`src/rtl/masked_share_decoder_pkg.sv`:
```
// Shared types and helpers for the masked share decoder and its refresh stage.
// Default build registers shares unmodified; MASKED_SHARE_DECODER_REFRESH_EN adds a refresh on accept.
package masked_share_decoder_pkg;

  localparam int WIDTH_DEF   = 8;
  localparam int NSHARES_DEF = 5;

  // Upper bounds for the generic XOR reduction helper.
  localparam int MAX_WIDTH  = 64;
  localparam int MAX_SHARES = 8;
  localparam int FLAT_BITS  = MAX_WIDTH * MAX_SHARES;
  localparam int FLAT_AW    = $clog2(FLAT_BITS);
  localparam int WORD_AW    = $clog2(MAX_WIDTH);

  typedef enum logic [1:0] {
    IDLE,
    ACC,
    DONE
  } decState_e;

  typedef logic [FLAT_BITS-1:0] flatWords_t;

  // XOR of the first count words of the given width packed LSB-first in words.
  function automatic logic [MAX_WIDTH-1:0] xorReduce(input flatWords_t words,
                                                     input int unsigned count,
                                                     input int unsigned width);
    logic [MAX_WIDTH-1:0] r;
    r = '0;
    for (int unsigned i = 0; i < MAX_SHARES; i++) begin
      for (int unsigned b = 0; b < MAX_WIDTH; b++) begin
        if (i < count && b < width) begin
          r[WORD_AW'(b)] = r[WORD_AW'(b)] ^ words[FLAT_AW'(i * width + b)];
        end
      end
    end
    return r;
  endfunction

endpackage

```
`src/rtl/masked_share_refresh.sv`:
```
// Combinational refresh of NSHARES Boolean shares with NSHARES-1 random words.
// The XOR of all shares is preserved; the last share absorbs the XOR of every random word.
module masked_share_refresh
  import masked_share_decoder_pkg::*;
#(
  parameter int WIDTH   = WIDTH_DEF,
  parameter int NSHARES = NSHARES_DEF
) (
  input  logic [NSHARES*WIDTH-1:0]     shares_i,
  input  logic [(NSHARES-1)*WIDTH-1:0] rnd_i,
  output logic [NSHARES*WIDTH-1:0]     shares_o
);

  logic [WIDTH-1:0] rndSum;

  always_comb begin
    rndSum = WIDTH'(xorReduce(flatWords_t'(rnd_i), NSHARES - 1, WIDTH));
    shares_o = '0;
    for (int i = 0; i < NSHARES - 1; i++) begin
      shares_o[i*WIDTH +: WIDTH] = shares_i[i*WIDTH +: WIDTH] ^ rnd_i[i*WIDTH +: WIDTH];
    end
    shares_o[(NSHARES-1)*WIDTH +: WIDTH] = shares_i[(NSHARES-1)*WIDTH +: WIDTH] ^ rndSum;
  end

endmodule

```
`src/rtl/masked_share_decoder.sv`:
```
// Serially recombines an NSHARES-way Boolean-shared word into its plain value, one XOR per cycle.
// Define MASKED_SHARE_DECODER_REFRESH_EN to refresh the shares with the rnd input on accept.
module masked_share_decoder
  import masked_share_decoder_pkg::*;
#(
  parameter int WIDTH   = WIDTH_DEF,
  parameter int NSHARES = NSHARES_DEF
) (
  input  logic                         clk,
  input  logic                         rst,
  input  logic                         in_valid,
  output logic                         in_ready,
  input  logic [NSHARES*WIDTH-1:0]     shares_in,
`ifdef MASKED_SHARE_DECODER_REFRESH_EN
  input  logic [(NSHARES-1)*WIDTH-1:0] rnd,
`endif
  output logic                         out_valid,
  input  logic                         out_ready,
  output logic [WIDTH-1:0]             out_data,
  output logic                         busy
);

  localparam int IW = $clog2(NSHARES);

  decState_e        state_q, state_d;
  logic [WIDTH-1:0] acc_q, acc_d;
  logic [WIDTH-1:0] outData_q, outData_d;
  logic [IW-1:0]    idx_q, idx_d;
  logic [WIDTH-1:0] share_q [NSHARES];
  logic [WIDTH-1:0] share_d [NSHARES];
  logic [NSHARES*WIDTH-1:0] loadShares;

`ifdef MASKED_SHARE_DECODER_REFRESH_EN
  masked_share_refresh #(
    .WIDTH  (WIDTH),
    .NSHARES(NSHARES)
  ) u_refresh (
    .shares_i(shares_in),
    .rnd_i   (rnd),
    .shares_o(loadShares)
  );
`else
  assign loadShares = shares_in;
`endif

  // Share 0 seeds the accumulator on accept, so it is wiped on the first ACC edge along with share 1.
  always_comb begin
    state_d   = state_q;
    acc_d     = acc_q;
    outData_d = outData_q;
    idx_d     = idx_q;
    share_d   = share_q;
    case (state_q)
      IDLE: begin
        if (in_valid) begin
          for (int i = 0; i < NSHARES; i++) begin
            share_d[i] = loadShares[i*WIDTH +: WIDTH];
          end
          acc_d   = loadShares[WIDTH-1:0];
          idx_d   = IW'(1);
          state_d = ACC;
        end
      end
      ACC: begin
        acc_d          = acc_q ^ share_q[idx_q];
        share_d[0]     = '0;
        share_d[idx_q] = '0;
        idx_d          = idx_q + IW'(1);
        if (idx_q == IW'(NSHARES - 1)) begin
          outData_d = acc_q ^ share_q[idx_q];
          acc_d     = '0;
          idx_d     = '0;
          state_d   = DONE;
        end
      end
      DONE: begin
        if (out_ready) begin
          outData_d = '0;
          state_d   = IDLE;
        end
      end
      default: state_d = IDLE;
    endcase
  end

  always_ff @(posedge clk) begin
    if (rst) begin
      state_q   <= IDLE;
      acc_q     <= '0;
      outData_q <= '0;
      idx_q     <= '0;
      share_q   <= '{default: '0};
    end else begin
      state_q   <= state_d;
      acc_q     <= acc_d;
      outData_q <= outData_d;
      idx_q     <= idx_d;
      share_q   <= share_d;
    end
  end

  assign in_ready  = (state_q == IDLE);
  assign out_valid = (state_q == DONE);
  assign busy      = (state_q != IDLE);
  assign out_data  = outData_q;

endmodule
```
`config.mk`:
```
export PLATFORM = sky130hd
export DESIGN_NAME = masked_share_decoder
export DESIGN_NICKNAME = d
export VERILOG_FILES = /design/src/rtl/masked_share_decoder_pkg.sv /design/src/rtl/masked_share_refresh.sv /design/src/rtl/masked_share_decoder.sv
export SDC_FILE = /design/constraint.sdc
export NUM_CORES = 1
export LEC_CHECK = 0
export ABC_CLOCK_PERIOD_IN_PS = 5300
export BUFFER_PORTS_ARGS = -buffer_cell sky130_fd_sc_hd__buf_2
export CAP_MARGIN = 20
export CORE_MARGIN = 5
export CORE_UTILIZATION = 45
export DETAILED_ROUTE_END_ITERATION = 10
export PLACE_DENSITY = 0.73
export SYNTH_ARGS = -nofsm -noshare
export SYNTH_HDL_FRONTEND = slang
export SYNTH_SLANG_ARGS = --single-unit
```
`constraint.sdc`:
```
create_clock -name clk -period 5.3 [get_ports clk]
set_clock_uncertainty 0.2 [all_clocks]
set_input_delay 0.53 -clock clk [delete_from_list [all_inputs] [get_ports clk]]
set_output_delay 0.53 -clock clk [all_outputs]
set_load 0.005 [all_outputs]
```
==> results of run 1 <==
power by group through the flow:
| stage | sequential [mW] | combinational (mW) | clock [mW] |
|---|---|---|---|
| 3_3_place_gp | 0.523 | 0.151 | 0 |
| 2_1_floorplan | 0.508 | 0.124 | 0 |
| 5_1_grt | 0.518 | 0.175 | 0.359 |
| 4_1_cts | 0.514 | 0.155 | 0.337 |
| 6_report | 0.515 | 0.155 | 0.327 |
| 3_5_place_dp | 0.523 | 0.154 | 0 |
sequential cells by signal (all words and copies together), names as in the netlist:
name,count
out_data,8
state_q,2
idx_q,3
acc_q,8
share_q,40
per-layer routing:
| metal | part of all wire | vias up | global-route usage |
|---|---|---|---|
| li1 | - | 1279 | - |
| met1 | 0.45 | 1198 | 0.234 |
| met2 | 0.47 | 70 | 0.276 |
| met3 | 0.065 | 14 | 0.0634 |
| met4 | 0.020 | 0 | 0.0695 |
| met5 | 0 | - | 0 |
how the worst max path moves through the flow:
stage | to | slack [ns] | cells past startpoint
2_1_floorplan | acc_q[5]$_SDFFE_PP0P_ | 3.35 | 6
3_3_place_gp | acc_q[5]$_SDFFE_PP0P_ | 2.71 | 6
3_5_place_dp | acc_q[5]$_SDFFE_PP0P_ | 2.61 | 6
4_1_cts | acc_q[5]$_SDFFE_PP0P_ | 2.60 | 6
5_1_grt | acc_q[5]$_SDFFE_PP0P_ | 2.32 | 6
6_report | acc_q[5]$_SDFFE_PP0P_ | 2.57 | 6
layout make-up:
| type | count | area (µm²) | area share |
|---|---|---|---|
| Inverter | 13 | 48.8 | 0.0147 |
| Multi-Input combinational cell | 229 | 1510 | 0.455 |
| Clock buffer | 11 | 131 | 0.0395 |
| Clock inverter | 3 | 15.0 | 0.00452 |
| Tap cell | 77 | 96.3 | 0.0290 |
| Timing Repair Buffer | 56 | 298 | 0.0896 |
| Sequential cell | 61 | 1220 | 0.367 |
kinds of logic (layout without fill, tap and decap cells):
logic type,Yosys count,after routing,share of synthesized area
compound gates,107,107,0.281
flops,61,61,0.422
mux,10,10,0.0354
xor+xnor,8,8,0.0242
fa+ha+maj,2,2,0.00864
simple gates,102,102,0.171
buf+inv,37,83,0.0583
worst reg2reg max path: stages, from the launching register on:
cell and delay (ns):
sky130_fd_sc_hd__dfxtp_1 0.85, sky130_fd_sc_hd__inv_2 0.22, sky130_fd_sc_hd__ha_1 0.30, sky130_fd_sc_hd__nand2_1 0.26, sky130_fd_sc_hd__nand2_4 0.14, sky130_fd_sc_hd__or4b_1 0.55, sky130_fd_sc_hd__o211ai_2 0.14
cell usage in the layout (no fill, tap or decap), types with 3 or more instances in the layout:
| cell | instances |
|---|---|
| sky130_fd_sc_hd__dfxtp_1 | 61 |
| sky130_fd_sc_hd__buf_2 | 54 |
| sky130_fd_sc_hd__nor2_1 | 53 |
| sky130_fd_sc_hd__a22oi_1 | 46 |
| sky130_fd_sc_hd__a21oi_1 | 17 |
| sky130_fd_sc_hd__nand2_1 | 14 |
| sky130_fd_sc_hd__inv_1 | 11 |
| sky130_fd_sc_hd__a22o_1 | 10 |
| sky130_fd_sc_hd__clkbuf_8 | 9 |
| sky130_fd_sc_hd__mux2i_1 | 8 |
| sky130_fd_sc_hd__nor2b_1 | 5 |
| sky130_fd_sc_hd__o21ai_0 | 5 |
| sky130_fd_sc_hd__o211ai_1 | 5 |
| sky130_fd_sc_hd__xnor2_1 | 5 |
| sky130_fd_sc_hd__nor3_1 | 5 |
| sky130_fd_sc_hd__nand3b_1 | 4 |
| sky130_fd_sc_hd__nand4_1 | 4 |
| sky130_fd_sc_hd__nand2b_1 | 3 |
| sky130_fd_sc_hd__xor2_1 | 3 |
| sky130_fd_sc_hd__clkinv_2 | 3 |
metrics by stage:
step	setup WS (ns)	power [mW]	util	hold slack [ns]
3_5_place_dp	2.61	0.678	0.500	0.259
4_1_cts	2.60	1.01	0.523	0.226
2_1_floorplan	3.35	0.632	-	0.257
6_report	2.57	0.997	0.526	0.241
3_3_place_gp	2.71	0.674	0.500	0.263
5_1_grt	2.32	1.05	0.526	0.228
==> summary by stage, run 1 <==
Place
Detailed placement finished with a half-perimeter wire length of 5040 µm. The area after detailed placement is 3160 µm². Input and output buffers added on the ports amount to 54.

The routability congestion estimate from global placement is 0.816. In this run, placement finished with an instance count of 435.

Finish
Summing all non-filler instances in the final layout gives an area of 3320 µm². The fraction of final layout cells with drive strength greater than 1 is 0.225. The filler cell count is 611. The number of diodes is 0. Compared with the post-synthesis result, the final layout area differs by 14.7%. In the final design database the tool counted 416 nets. Excluding fillers, the count of instances in the completed layout stands at 450.

Synthesis
In the synthesized netlist the async set-or-reset flop fraction comes to 0. The share of synthesized area in the top cell type comes to 0.422. After synthesis, the most frequently instantiated cells are sky130_fd_sc_hd__dfxtp_1 (61), sky130_fd_sc_hd__nor2_1 (53), sky130_fd_sc_hd__a22oi_1 (46). In this run, synthesis inferred 0 flip-flops with an integrated enable. The synthesized design contains 61 register bits. Yosys instantiated no cell more often than sky130_fd_sc_hd__dfxtp_1. The number of warnings printed during yosys synthesis is 0. The number of distinct library cells after synthesis is 55. The dominant cell type by area after synthesis is sky130_fd_sc_hd__dfxtp_1. The cell area after synthesis is 2900 µm².

The average instance in the mapped netlist occupies 8.86 µm². The number of nets in the synthesized netlist is 373. The commonest register cell after synthesis is sky130_fd_sc_hd__dfxtp_1. The share of the Yosys chip area taken by registers is 0.422. The instance count of the mapped netlist is 327.

Sorting the synthesized cells by area gives the leading types as sky130_fd_sc_hd__dfxtp_1 (42%), sky130_fd_sc_hd__a22oi_1 (12%), sky130_fd_sc_hd__nor2_1 (6.9%).

Detailed routing
The number of iterations in the first detailed-routing pass is 5. In this run, the number of DRC markers left after iteration 0 of detailed routing was 312. Using the TritonRoute via totals, the vias-per-cell ratio works out to 5.69. The routed via count is 2561.

After detailed routing, the number of remaining DRC violations is 0. The final layout contains routed wiring with a total length of 7240 µm. In the final routed layout, each cell accounts on average for 16.1 µm. The number of nets with antenna violations after detailed routing is 0.

STA
The smallest clock period supported by the final layout is computed as 2.73 ns. The count of endpoints failing setup in the final report is 0. Summed over all failing endpoints, the final setup total negative slack is 0 ns. Setup repair after global routing left no endpoint under its margin.

The count of pins over their slew limit is 0. Static timing analysis puts the maximum clock frequency at 367 MHz. The final count of hold timing violations is 0.

The final cycle utilization of the critical path is 0.515. Headroom to the max-slew limit came out at 0.456. At the pin with the least slew margin, the transition time is 0.815 ns.

Floorplanning
The core region is 6310 µm². The horizontal die dimension is 90.2 µm. For this design the top-level I/O count stands at 55. The vertical die dimension is 90.2 µm. The area enclosed by the die boundary is 8140 µm².

The initialized floorplan defines 29 standard-cell rows. The effective utilization at floorplan is 0.459.

Power and ir drop
The internal power summed over all cells is 0.718 mW. The peak supply drop is 0.150 mV. The power density of the placed cells is 300 nW/µm².

The clock network fraction of design power is 0.328. The share of total power dissipated in combinational logic is 0.156. The switching component of the power is 0.279 mW. Of the total power, registers draw 0.516. The leakage power is 1.35 nW. Of the total power, the share spent switching nets is 0.280.

Setup path
The critical path required time is 5.37 ns. In this run the critical register-to-register path is captured at acc_q[5]$_SDFFE_PP0P_. The largest individual stage delay along the critical path comes from the cell sky130_fd_sc_hd__dfxtp_1. The worst setup path is launched from a flip-flop. The data arrival at the endpoint of the critical path is 2.79 ns.

The worst setup path is captured at a flip-flop. The worst path buffer plus inverter count is 1. The launch point of the worst path is idx_q[0]$_SDFFE_PP0P_.

Grouping stages by cell kind, the critical path spends the most delay in simple AND/OR/NAND/NOR gates. On the worst path, the slowest cell contributes a delay of 0.85 ns. The minimum setup slack among reg-to-reg paths is 2.57 ns. The category of the critical setup timing path is reg -> reg. The origin of the critical flop-to-flop path is idx_q[0]$_SDFFE_PP0P_.

Traced cell by cell, the critical path runs through inv_2, ha_1, nand2_1, nand2_4, or4b_1, o211ai_2. In this run the worst path has a maximum fanout of 23. The number of cells on the worst reg-to-reg path is 6.

Min path
The startpoint identified for the worst hold timing path is shares_in[34]. The class of the worst hold path is in -> reg. The count of cells along the worst hold path is 3. The end point of the worst hold path is share_q[2]$_SDFFE_PP0P_.

GRT
The number of global-route vias before repair came to 2452. The first global-routing pass estimated 12000 µm of wire. The number of antenna violations at the first check in global routing is 0.

Summed over all layers, the global routing overflow is 0. Entering global routing, the biggest net connects 65 pins. The global-route total usage across every layer is 0.181.

Clock network
The maximum clock insertion buffer count is 2. Post-CTS repair changed the size of 0 cells. After clock tree synthesis, the clock-pin slew on the worst setup and hold paths is 0.07 ns. In this run the clock root is driven by a sky130_fd_sc_hd__clkbuf_8. The H-tree depth is 3. In this run, post-CTS hold repair placed 0 buffers.

For the worst-skew pair, the clock arrives at the later sink with an insertion delay of 0.34 ns. TritonCTS built the clock tree. The clock net in this run drives a total of 61 sinks. The number of setup buffers added after CTS is 0.

Clock tree synthesis inserted a total of 9 buffers.

Flow run
Max-cap violations in this run came to 0.

Status
The run finished with clean final reports.
Note: power is estimated with default switching activity, not from simulation.
==> run 2, diff against run 1 <==
--- a/config.mk
+++ b/config.mk
@@ -5,7 +5,8 @@
 export SDC_FILE = /design/constraint.sdc
 export NUM_CORES = 1
 export LEC_CHECK = 0
-export ABC_CLOCK_PERIOD_IN_PS = 5300
+export ABC_AREA = 1
+export ABC_CLOCK_PERIOD_IN_PS = 2700
 export BUFFER_PORTS_ARGS = -buffer_cell sky130_fd_sc_hd__buf_2
 export CAP_MARGIN = 20
 export CORE_MARGIN = 5
==> constraint.sdc (replaced) <==
create_clock -name clk -period 2.7 [get_ports clk]
set_clock_uncertainty 0.2 [all_clocks]
set_input_delay 0.27 -clock clk [delete_from_list [all_inputs] [get_ports clk]]
set_output_delay 0.27 -clock clk [all_outputs]
set_load 0.005 [all_outputs]
==> run 2 against run 1 <==
Against the previous run: global-route usage increased by 2.2 points; total power increased by 140%; register-to-register slack got worse by 1.9 ns; count of clock-buffer cells in the layout increased by 1; worst setup slack got worse by 1.9 ns; final cell count increased by 29%; wire length increased by 15%; combinational power increased by 140%; clock power increased to 3.0 times the previous value; non-clock buffer count increased by 43; highest routed layer unchanged; synthesized cell count increased by 27%; sequential cell count unchanged.
==> summary by stage, run 2 <==
Status
The flow ran to the end, and the final reports show no timing, DRC or antenna violations.

Finish
The final standard cell count with taps included and fillers excluded is 581 (+29%). The number of nets in the layout is 545 (+31%). Leaving out fill and tap cells, the most frequent cell in the layout is sky130_fd_sc_hd__nand2_1.

The top cell types in the final layout, fill and taps aside, are sky130_fd_sc_hd__nand2_1 (101), sky130_fd_sc_hd__dfxtp_1 (61), sky130_fd_sc_hd__a21oi_1 (59). The number of diodes is 0 (unchanged). The area growth from synthesis to final layout is 30.2%.

The register with the most flip-flops is share_q. The fraction of final layout cells with drive strength greater than 1 came to 0.171 (-0.0546). The flip-flop count of the largest register, all copies and words added came to 40 (unchanged). The final instance area is 3840 µm² (+16%).

GRT
The met1 track demand over resource in global routing is 0.264 (+0.0303). The met3 global-route usage came to 0.0537 (-0.00972). The global-route total usage across every layer came to 0.203 (+0.0225). The met2 global-route usage is 0.320 (+0.0441). After global routing, the most crowded layer is met2. The number of antenna violations at the first check in global routing is 0 (unchanged). The number of global-route vias before repair is 2868 (+17%). The remaining global-route overflow is 0 (unchanged). The global-route wire length before repair was 13600 µm (+14%). The maximum number of pins on one net before global-route repair is 42 (-35%).

Place
The total placed cells including tap cells came to 526 (+21%). The final HPWL from detailed placement is 5450 µm (+8.1%). The routability congestion estimate from global placement is 0.866 (+6.2%). The area after detailed placement is 3210 µm² (+1.6%). The port buffer count is 54 (unchanged).

Floorplanning
The I/O pin count is 55 (unchanged). The effective utilization at floorplan is 0.464 (+0.00546). The area enclosed by the die boundary is 8270 µm² (+1.6%).

The horizontal die dimension came to 90.9 µm (+0.78%). The number of rows created at floorplan is 29 (unchanged). The vertical die dimension is 90.9 µm (+0.78%).

The core region area came to 6350 µm² (+0.57%).

STA
Setup repair after global routing left no endpoint under its margin. The final count of hold timing violations is 0 (unchanged). The count of endpoints failing setup in the final report was 0 (unchanged). The worst-margin pin slew came to 0.687 ns (-0.128 ns).

The maximum clock rate was 495 MHz (+35%). The clock period minus worst slack is 2.02 ns (-0.707 ns). The final-layout setup total negative slack is 0 ns (unchanged). The worst-case headroom to the max-slew limit was 0.541 (+0.0851). The count of pins over their slew limit is 0 (unchanged). The final cycle utilization of the critical path came to 0.748 (+0.234).

Detailed routing
The via-per-instance ratio came to 5.33 (-6.4%). The number of iterations in the first detailed-routing pass is 4 (-1). The DRC violation count after routing is 0 (unchanged). The initial DRC count is 185 (-41%). The post-detailed-route wirelength per cell is 14.3 µm (-11%). The routed via count is 3094 (+21%).

The number of nets with antenna violations after detailed routing came to 0 (unchanged). The overall routed net length is 8290 µm (+15%).

Synthesis
The flop and latch count out of synthesis was 61 (unchanged). The average size of a mapped cell came to 7.09 µm² (-20%). The register area share after synthesis was 0.414 (-0.00734). The cell area after synthesis is 2950 µm² (+1.8%). The area share of the largest cell type after synthesis is 0.414 (-0.00734).

By instance count, the leading cell after synthesis is sky130_fd_sc_hd__nand2_1. The dominant cell type by area after synthesis is sky130_fd_sc_hd__dfxtp_1. The instance count of the mapped netlist is 416 (+27%). In the synthesized netlist, the cells that appear most often are sky130_fd_sc_hd__nand2_1 (101), sky130_fd_sc_hd__dfxtp_1 (61), sky130_fd_sc_hd__a21oi_1 (59). The number of warnings printed during yosys synthesis is 0 (unchanged). By area the synthesized netlist is led by sky130_fd_sc_hd__dfxtp_1 (41%), sky130_fd_sc_hd__nand2_1 (13%), sky130_fd_sc_hd__a21oi_1 (10%).

The number of flops mapped to enable cells by yosys came to 0 (unchanged). The share of synthesized registers carrying an async set or reset is 0 (unchanged). The net count of the mapped netlist is 462 (+24%). The commonest register cell after synthesis is sky130_fd_sc_hd__dfxtp_1.

The number of distinct library cells after synthesis came to 26 (-53%).

Setup path
The launch point of the worst path is idx_q[2]$_SDFFE_PP0P_. In this run the critical register-to-register path is launched from idx_q[2]$_SDFFE_PP0P_. The sort of element at the start of the critical path is a flip-flop. The minimum setup slack among reg-to-reg paths was 0.68 ns (-1.89 ns). The category of the critical setup timing path is reg -> reg. The worst setup path is captured at a flip-flop. The data arrival at the endpoint of the critical path is 2.09 ns (-0.70 ns). The critical path required time is 2.77 ns (-2.60 ns). The maximum net fanout on the critical path is 20 (-13%).

Power and ir drop
The total power draw was 2.35 mW (+140%). The peak supply drop came to 0.502 mV (+240%). The leakage power is 1.64 nW (+22%).

The power density of the placed cells is 612 nW/µm² (+100%).

Min path
The beginning of the worst hold path is shares_in[5]. The class of the worst hold path is in -> reg.

Flow run
The max-cap violation count is 0 (unchanged).

Clock network
TritonCTS built the clock tree. The number of cells upsized or downsized after cts is 0 (unchanged). The maximum clock insertion buffer count is 2 (unchanged).

The number of setup buffers added after CTS is 0 (unchanged). The insertion delay of the later-clocked pin in the worst-skew pair came to 0.34 ns (about the same). The clock-pin slew reported for the worst setup and hold paths after clock tree synthesis is 0.07 ns (about the same). The total number of clock tree sinks is 61 (unchanged). The clock root buffer is sky130_fd_sc_hd__clkbuf_8. The number of CTS-inserted buffers is 9 (unchanged).

The H-tree depth was 3 (unchanged).
[run 2: metrics by stage]
| step | utilization | setup WS [ns] | hold slack (ns) |
|---|---|---|---|
| final | 0.605 | 0.679 | 0.0355 |
| after CTS | 0.605 | 0.738 | 0.0118 |
| after global routing | 0.605 | 0.524 | 0.0306 |
| after global placement | 0.505 | 0.793 | 0.250 |
| after floorplan | - | 0.960 | 0.217 |
| after detailed placement | 0.505 | 0.750 | 0.254 |
[run 2: timing repair]
item	in CTS	in global routing
endpoints found under the hold margin	39	0
endpoints found under the setup margin	0	0
hold buffers	39	0
[run 2: layout make-up]
type	count	area (µm²)
fill	576	2510
clock buffer	12	145
sequential	61	1220
timing repair buffer	99	706
clock inverter	4	95.1
inverter	39	146
tap	77	96.3
multi-input combinational	289	1430
[run 2: logic make-up after synthesis]
family,share of synthesized area
compound gates,0.189
simple gates,0.287
flops,0.414
fa+ha+maj,0.00849
buf+inv,0.101
[run 2: final timing paths]
path / end / cells after the start
worst min-delay path: share_q[37]$_SDFFE_PP0P_ / 3
worst max-delay path: out_data[6]$_SDFFE_PP0P_ / 6
worst min register to register: out_data[4]$_SDFFE_PP0P_ / 2
worst max register to register: out_data[6]$_SDFFE_PP0P_ / 6
[run 2: where the power goes]
group	internal [mW]	switching, mW
registers	0.953	0.0319
clock network	0.638	0.350
logic	0.151	0.225
[run 2: critical path, cell delays in order (launching register included)]
cell and delay, ns:
sky130_fd_sc_hd__dfxtp_1 0.59, sky130_fd_sc_hd__inv_1 0.39, sky130_fd_sc_hd__nand4_1 0.22, sky130_fd_sc_hd__nand2_1 0.11, sky130_fd_sc_hd__o21ai_1 0.20, sky130_fd_sc_hd__nand3_1 0.10, sky130_fd_sc_hd__a21oi_1 0.14
[run 2: metal layers]
metal | wire, µm | share of wire | up-vias
met4 | 221 | 0.027 | 0
met2 | 3840 | 0.46 | 96
met5 | 0 | 0 | -
met1 | 3780 | 0.46 | 1415
met3 | 450 | 0.054 | 20
li1 | - | - | 1563
